## src/rtl/eth_frame_receiver_pkg.sv

```systemverilog
// Shared constants, state encoding and CRC-32 helper for the Ethernet receive path.
package eth_frame_receiver_pkg;

  localparam int BYTE_LEN      = 8;
  localparam int MAC_LEN       = 6;
  localparam int ETHERTYPE_LEN = 2;
  localparam int HEADER_LEN    = 2 * MAC_LEN + ETHERTYPE_LEN;
  localparam int FCS_LEN       = 4;
  localparam int MIN_FRAME_LEN = HEADER_LEN + FCS_LEN;

  localparam logic [31:0] CRC_POLY    = 32'hEDB88320;
  localparam logic [31:0] CRC_INIT    = 32'hFFFFFFFF;
  localparam logic [31:0] CRC_RESIDUE = 32'hDEBB20E3;

  localparam logic [1:0] PRE_DIBIT = 2'b01;
  localparam logic [1:0] SFD_DIBIT = 2'b11;

  localparam logic [4:0]  PRE_CNT_MAX  = 5'd31;
  localparam logic [10:0] BYTE_CNT_MAX = 11'd2047;

  typedef enum logic [1:0] {
    ST_IDLE,
    ST_PREAMBLE,
    ST_HEADER,
    ST_PAYLOAD
  } rx_state_t;

  // Reflected CRC-32 advanced by one dibit, bit 0 first.
  function automatic logic [31:0] crc32_dibit(input logic [31:0] c, input logic [1:0] d);
    logic [31:0] r;
    r = c;
    for (int i = 0; i < 2; i++) begin
      r = (r[0] ^ d[i]) ? ((r >> 1) ^ CRC_POLY) : (r >> 1);
    end
    return r;
  endfunction

endpackage

```

## src/rtl/crc32.sv

```systemverilog
// Dibit-serial reflected CRC-32 register; i_shift serialises the register out two bits at a time.
module crc32
  import eth_frame_receiver_pkg::*;
(
  input  logic        clk,
  input  logic        i_init,
  input  logic        i_en,
  input  logic        i_shift,
  input  logic [1:0]  i_dibit,
  output logic [31:0] o_crc
);

  logic [31:0] r_crc;

  always_ff @(posedge clk) begin
    if (i_init) begin
      r_crc <= CRC_INIT;
    end else if (i_shift) begin
      r_crc <= {2'b00, r_crc[31:2]};
    end else if (i_en) begin
      r_crc <= crc32_dibit(r_crc, i_dibit);
    end
  end

  assign o_crc = r_crc;

endmodule

```

## src/rtl/eth_frame_receiver_dibits_to_bytes.sv

```systemverilog
// Packs LSB-first dibits into bytes; the completed byte is presented combinationally with its fourth dibit.
module eth_frame_receiver_dibits_to_bytes
  import eth_frame_receiver_pkg::*;
(
  input  logic                clk,
  input  logic                rst,
  input  logic                i_clr,
  input  logic                i_en,
  input  logic [1:0]          i_dibit,
  output logic [BYTE_LEN-1:0] o_byte,
  output logic                o_byte_vld,
  output logic [1:0]          o_phase
);

  logic [5:0] r_sh;
  logic [1:0] r_phase;

  always_ff @(posedge clk) begin
    if (rst) begin
      r_phase <= 2'd0;
    end else if (i_clr) begin
      r_phase <= 2'd0;
    end else if (i_en) begin
      r_phase <= r_phase + 2'd1;
    end
  end

  // Oldest dibit ends up in the low bits once three have arrived.
  always_ff @(posedge clk) begin
    if (i_en) begin
      r_sh <= {i_dibit, r_sh[5:2]};
    end
  end

  assign o_byte     = {i_dibit, r_sh};
  assign o_byte_vld = i_en && (r_phase == 2'd3);
  assign o_phase    = r_phase;

endmodule

```

## src/rtl/eth_frame_receiver.sv

```systemverilog
// RMII dibit receiver: preamble/SFD detect, header strip, FCS-withholding payload stream, CRC check.
// Optional dst MAC filtering is built when ETH_RX_MAC_FILTER_EN is defined.
module eth_frame_receiver
  import eth_frame_receiver_pkg::*;
#(
  parameter int          MIN_PREAMBLE = 8,
  parameter logic [47:0] MY_MAC       = 48'h0
) (
  input  logic       clk,
  input  logic       rst,
  input  logic       inclk,
  input  logic [1:0] in,
  input  logic       in_valid,
  output logic       outclk,
  output logic [7:0] out,
  output logic       done,
  output logic       crc_ok,
  output logic       err
);

  rx_state_t r_state, w_state_nxt;

  logic [4:0]          r_pre_cnt;
  logic [10:0]         r_byte_cnt;
  logic [BYTE_LEN-1:0] r_fifo [FCS_LEN];
  logic [2:0]          r_fifo_cnt;
  logic                r_outclk, r_done, r_crc_ok, r_err;
  logic [7:0]          r_out;

  logic                w_dibit_en, w_in_frame, w_frame_end, w_body_en, w_sfd;
  logic [BYTE_LEN-1:0] w_byte;
  logic                w_byte_vld;
  logic [1:0]          w_phase;
  logic [31:0]         w_crc;
  logic                w_accept, w_push, w_err;

  assign w_dibit_en  = inclk && in_valid;
  assign w_in_frame  = (r_state == ST_HEADER) || (r_state == ST_PAYLOAD);
  assign w_frame_end = w_in_frame && !in_valid;
  assign w_body_en   = w_in_frame && w_dibit_en;
  assign w_sfd       = (r_state == ST_PREAMBLE) && w_dibit_en && (in == SFD_DIBIT) &&
                       (int'(r_pre_cnt) >= MIN_PREAMBLE);

  eth_frame_receiver_dibits_to_bytes u_pack (
    .clk        (clk),
    .rst        (rst),
    .i_clr      (w_sfd),
    .i_en       (w_body_en),
    .i_dibit    (in),
    .o_byte     (w_byte),
    .o_byte_vld (w_byte_vld),
    .o_phase    (w_phase)
  );

  crc32 u_crc (
    .clk     (clk),
    .i_init  (w_sfd),
    .i_en    (w_body_en),
    .i_shift (1'b0),
    .i_dibit (in),
    .o_crc   (w_crc)
  );

  always_ff @(posedge clk) begin
    if (rst) begin
      r_state <= ST_IDLE;
    end else begin
      r_state <= w_state_nxt;
    end
  end

  always_comb begin
    w_state_nxt = r_state;
    case (r_state)
      ST_IDLE: begin
        if (w_dibit_en && (in == PRE_DIBIT)) w_state_nxt = ST_PREAMBLE;
      end
      ST_PREAMBLE: begin
        if (!in_valid) begin
          w_state_nxt = ST_IDLE;
        end else if (inclk) begin
          if (w_sfd)                 w_state_nxt = ST_HEADER;
          else if (in != PRE_DIBIT)  w_state_nxt = ST_IDLE;
        end
      end
      ST_HEADER: begin
        if (!in_valid) begin
          w_state_nxt = ST_IDLE;
        end else if (w_byte_vld && (r_byte_cnt == 11'(HEADER_LEN - 1))) begin
          w_state_nxt = ST_PAYLOAD;
        end
      end
      ST_PAYLOAD: begin
        if (!in_valid) w_state_nxt = ST_IDLE;
      end
      default: w_state_nxt = ST_IDLE;
    endcase
  end

  // Preamble run length; the dibit that leaves IDLE counts as the first.
  always_ff @(posedge clk) begin
    if (rst) begin
      r_pre_cnt <= 5'd0;
    end else if (w_dibit_en && (in == PRE_DIBIT)) begin
      if (r_state != ST_PREAMBLE)        r_pre_cnt <= 5'd1;
      else if (r_pre_cnt != PRE_CNT_MAX) r_pre_cnt <= r_pre_cnt + 5'd1;
    end
  end

  always_ff @(posedge clk) begin
    if (rst) begin
      r_byte_cnt <= 11'd0;
    end else if (w_sfd) begin
      r_byte_cnt <= 11'd0;
    end else if (w_body_en && w_byte_vld && (r_byte_cnt != BYTE_CNT_MAX)) begin
      r_byte_cnt <= r_byte_cnt + 11'd1;
    end
  end

`ifdef ETH_RX_MAC_FILTER_EN
  logic        r_mac_my, r_mac_bc;
  logic [47:0] w_mac_sh;

  assign w_mac_sh = MY_MAC << {r_byte_cnt[2:0], 3'b000};

  // Match flags are cleared by the first dst byte that disagrees.
  always_ff @(posedge clk) begin
    if (rst) begin
      r_mac_my <= 1'b0;
      r_mac_bc <= 1'b0;
    end else if (w_sfd) begin
      r_mac_my <= 1'b1;
      r_mac_bc <= 1'b1;
    end else if (w_body_en && w_byte_vld && (r_state == ST_HEADER) &&
                 (r_byte_cnt < 11'(MAC_LEN))) begin
      if (w_byte != w_mac_sh[47:40]) r_mac_my <= 1'b0;
      if (w_byte != 8'hFF)           r_mac_bc <= 1'b0;
    end
  end

  assign w_accept = r_mac_my || r_mac_bc;
`else
  logic w_unused_mac;
  assign w_unused_mac = ^MY_MAC;
  assign w_accept     = 1'b1;
`endif

  assign w_push = w_body_en && w_byte_vld && (r_state == ST_PAYLOAD) && w_accept;
  assign w_err  = (r_byte_cnt < 11'(MIN_FRAME_LEN)) || (w_phase != 2'd0) || !w_accept;

  always_ff @(posedge clk) begin
    if (rst) begin
      r_fifo_cnt <= 3'd0;
      r_outclk   <= 1'b0;
      r_out      <= 8'd0;
      r_done     <= 1'b0;
      r_crc_ok   <= 1'b0;
      r_err      <= 1'b0;
    end else begin
      r_outclk <= 1'b0;
      r_done   <= 1'b0;
      if (w_frame_end) begin
        r_fifo_cnt <= 3'd0;
        r_done     <= 1'b1;
        r_err      <= w_err;
        r_crc_ok   <= !w_err && (w_crc == CRC_RESIDUE);
      end else if (w_sfd) begin
        r_fifo_cnt <= 3'd0;
      end else if (w_push) begin
        if (r_fifo_cnt == 3'(FCS_LEN)) begin
          r_outclk <= 1'b1;
          r_out    <= r_fifo[0];
        end else begin
          r_fifo_cnt <= r_fifo_cnt + 3'd1;
        end
      end
    end
  end

  // Delay line holding back the trailing FCS bytes.
  always_ff @(posedge clk) begin
    if (w_push) begin
      if (r_fifo_cnt == 3'(FCS_LEN)) begin
        r_fifo[0] <= r_fifo[1];
        r_fifo[1] <= r_fifo[2];
        r_fifo[2] <= r_fifo[3];
        r_fifo[3] <= w_byte;
      end else begin
        r_fifo[r_fifo_cnt[1:0]] <= w_byte;
      end
    end
  end

  assign outclk = r_outclk;
  assign out    = r_out;
  assign done   = r_done;
  assign crc_ok = r_crc_ok;
  assign err    = r_err;

endmodule

```

## config.mk

```make
export PLATFORM = sky130hd
export DESIGN_NAME = eth_frame_receiver
export DESIGN_NICKNAME = d
export VERILOG_FILES = /design/src/rtl/eth_frame_receiver_pkg.sv /design/src/rtl/crc32.sv /design/src/rtl/eth_frame_receiver_dibits_to_bytes.sv /design/src/rtl/eth_frame_receiver.sv
export SDC_FILE = /design/constraint.sdc
export NUM_CORES = 1
export LEC_CHECK = 0
export BUFFER_PORTS_ARGS = -buffer_cell sky130_fd_sc_hd__buf_2
export CORE_MARGIN = 2
export CORE_UTILIZATION = 55
export DETAILED_ROUTE_END_ITERATION = 12
export GPL_TIMING_DRIVEN = 0
export PLACE_DENSITY = 0.72
export SLEW_MARGIN = 25
export SYNTH_ARGS = -nofsm -noshare
export SYNTH_HDL_FRONTEND = slang
export SYNTH_SLANG_ARGS = --single-unit
```

## constraint.sdc

```tcl
create_clock -name clk -period 2.2 [get_ports clk]
set_input_delay 0.44 -clock clk [delete_from_list [all_inputs] [get_ports clk]]
set_output_delay 0.44 -clock clk [all_outputs]
set_load 0.03 [all_outputs]
```

==> out/qor.yml <==
cp_max_fo: 9
drtIter0Drc: 96
nFillCells: 675
outcome: "finished clean"
nNetsFinal: 458
vias_per_cell: 5.57
die_area_um2: 9150
p_int_w: 0.00256
hold_ws_ps: 275
cts_buffers: 9
power_switching_w: 0.000680
seqCellArea_um2: 2480
grt_usage_pct: 19.6
routed.top_layer: "met4"
syn-num-nets: 431
met3_length_um: 225
min_period_ps: 2070
p_leak_nw: 1.88
finalCritPeriodShare_pct: 94.2
drc_errors: 0
syn_to_final_growth_pct: 8.99
die_h_um: 95.6
end_kind: "flop"
netlist_instances: 416
setup_viol: 0
ys_ff_latch: 105
stdcell_count: 553
maxCapViolations: 0
die_w_um: 95.6
crit_type: "reg2reg"
cpMostUsedCell: "buf_6"
clkTransAtPathRegs_ps: 100
layout-drive-gt1-share_pct: 16.5
drt-wirelength-per-cell_um: 14.7
multi_input_area_um2: 1990
tightest_slew_ps: 757
p_per_area_nw_per_um2: 644
ys.flop_type: "dfxtp_1"
dp_hpwl_um: 5690
combPwrFrac_pct: 2.3
cts_setup_buffers: 0
max_freq_ghz: 0.482
wl_um: 8140
num_rows: 33
hold_viol: 0
final_area_um2: 5030
portBuffers: 16
pre_cts_ws_ps: -59.8
yosys-top-cells-count: "dfxtp_1 (67), nand2_1 (58), edfxtp_1 (38), nor2_1 (23), o211ai_1 (21)"
postPlaceCellArea_um2: 4830
grt_max_degree: 18
ir_drop_uv: 284
start_util_pct: 56.5
synth_most_common_cell: "dfxtp_1"
yosys.area.top_type_share_pct: 29.0
pwr-share-clk_pct: 36.0
start_kind: "flop"
core_um2: 8180
clock_latency_ps: 360
skew_ps: 12.9
cts-root-buf: "clkbuf_8"
clockBufferDepth: 2
final_util_pct: 61.6
cp_slowest_stage_delay_ps: 370
syn_area_per_cell_um2: 11.1
clock_sinks: 105
route.vias.total: 3081
ys_warn_count: 0
crit_chain: "ha_1, and4_4, buf_6, and3_4, buf_6, and3_4, buf_6, mux2_4"
cts_tree: "done"
drt-pass1-iter-count: 4
ant_nets: 0
grt_pass1_vias: 2893
worstPathRequired_ps: 2320
grt_pass1_wl_um: 13700
synth_cell_type_count: 54
num_io_pins: 18
ys_async_sr_fraction_pct: 0
slew_headroom_pct: 48.9
critPathArrivalTime_ps: 2190
p_seq_share_pct: 61.7
antenna_found_initial: 0
grt_overflow_total: 0
diodes: 0
slew_viol_final: 0
route.met2.wl_um: 3930
slowest_stage: "dfxtp_1"
rsz0062_at_grt: "no"
htreeDepth: 3
seq_area_frac_synth_pct: 53.8
yosysTopAreaCell: "dfxtp_1"
synth_edf_count: 38
netlist_area_um2: 4620
worst_slack_ps: 127
gp_congestion: 0.777
switching_share_pct: 21.0
hold_path_class: "in2reg"
dp_cells: 537
drt-met1-wl_um: 3890
yosys-top-cells-area: "dfxtp_1 (29%), edfxtp_1 (25%), nand2_1 (4.7%), mux2_2 (3.9%), o211ai_1 (3.4%)"
cell families (layout without fill, tap and decap cells):
logic type      Yosys count  after routing  share of synthesized area, %
simple gates            149            149                          16.4
flops                   105            105                          53.8
compound gates           59             59                          8.91
mux                      33             33                          8.45
buf+inv                  32             64                          3.28
xor+xnor                 29             29                          6.72
fa+ha+maj                 9              9                          2.44
worst max-delay path, delay by kind of cell, from the launching register on:
kind	cells	cell delay [ps]
buf+inv	3	390
fa+ha+maj	1	180
simple gates	3	580
mux	1	310
flops	1	370
layout make-up:
type | instances | area share [%]
Sequential cell | 105 | 49.3
Tap cell | 105 | 2.61
Multi-Input combinational cell | 279 | 39.6
Timing Repair Buffer | 16 | 1.59
Clock buffer | 11 | 3.03
Clock inverter | 5 | 0.845
Inverter | 12 | 0.895
Buffer | 20 | 2.11
flip-flops by register name, summed over array words and instances, names as in the netlist, 2 cells and up:
| register | count |
|---|---|
| u_crc.o_crc | 32 |
| out | 8 |
| r_state | 2 |
| r_byte_cnt | 11 |
| r_fifo_cnt | 3 |
| u_pack.o_phase | 2 |
| r_fifo | 32 |
| u_pack.r_sh | 6 |
| r_pre_cnt | 5 |
layer usage:
metal | up-vias | GRT usage (%)
met5 | - | 0
met2 | 38 | 31.9
met4 | 0 | 6.07
met1 | 1485 | 25.5
li1 | 1551 | -
met3 | 7 | 5.30
power by group through the flow:
stage | sequential [W] | clock, W | combinational, W
floorplan | 0.00204 | 0 | 0.0000505
global placement | 0.00204 | 0 | 0.0000749
detailed placement | 0.00204 | 0 | 0.0000756
CTS | 0.00200 | 0.00120 | 0.0000760
global route | 0.00200 | 0.00126 | 0.0000830
finish | 0.00200 | 0.00117 | 0.0000749
worst paths after layout:
kind	startpoint	to	slack [ps]	cells after the start
worst max-delay path	u_pack.o_phase[0]$_SDFFE_PP0P_	r_fifo[0][2]$_DFFE_PP_	130	8
worst min-delay path	in_valid	done$_SDFF_PP0_	280	2
worst max register to register	u_pack.o_phase[0]$_SDFFE_PP0P_	r_fifo[0][2]$_DFFE_PP_	130	8
worst min register to register	u_pack.o_phase[1]$_SDFFE_PP0P_	u_pack.o_phase[1]$_SDFFE_PP0P_	490	2
stage by stage:
step	power [W]	setup TNS [ps]
3_3_place_gp	0.00212	-230
4_1_cts	0.00328	0
2_1_floorplan	0.00209	0
6_report	0.00324	0
5_1_grt	0.00334	0
3_5_place_dp	0.00212	-477
placed cells by master, fill, tap and decap left out, types with 3 or more instances in the layout:
cell / count
buf_2: 17
xor2_1: 14
o211ai_1: 21
nand4_1: 11
edfxtp_1: 38
clkbuf_8: 9
a21oi_1: 11
nand4b_1: 3
mux2i_1: 9
ha_1: 9
nor2_1: 23
mux2_4: 8
xnor2_1: 12
buf_6: 4
clkbuf_1: 16
nand2_1: 57
inv_1: 12
nand3_1: 18
nor3_1: 7
mux2_2: 16
dfxtp_1: 67
o21ai_0: 4
what timing repair did:
item	in CTS	in global routing
hold buffers	0	0
setup endpoints to repair	0	24
resized for setup	0	3
No activity file was read; power rests on OpenSTA's default activity.
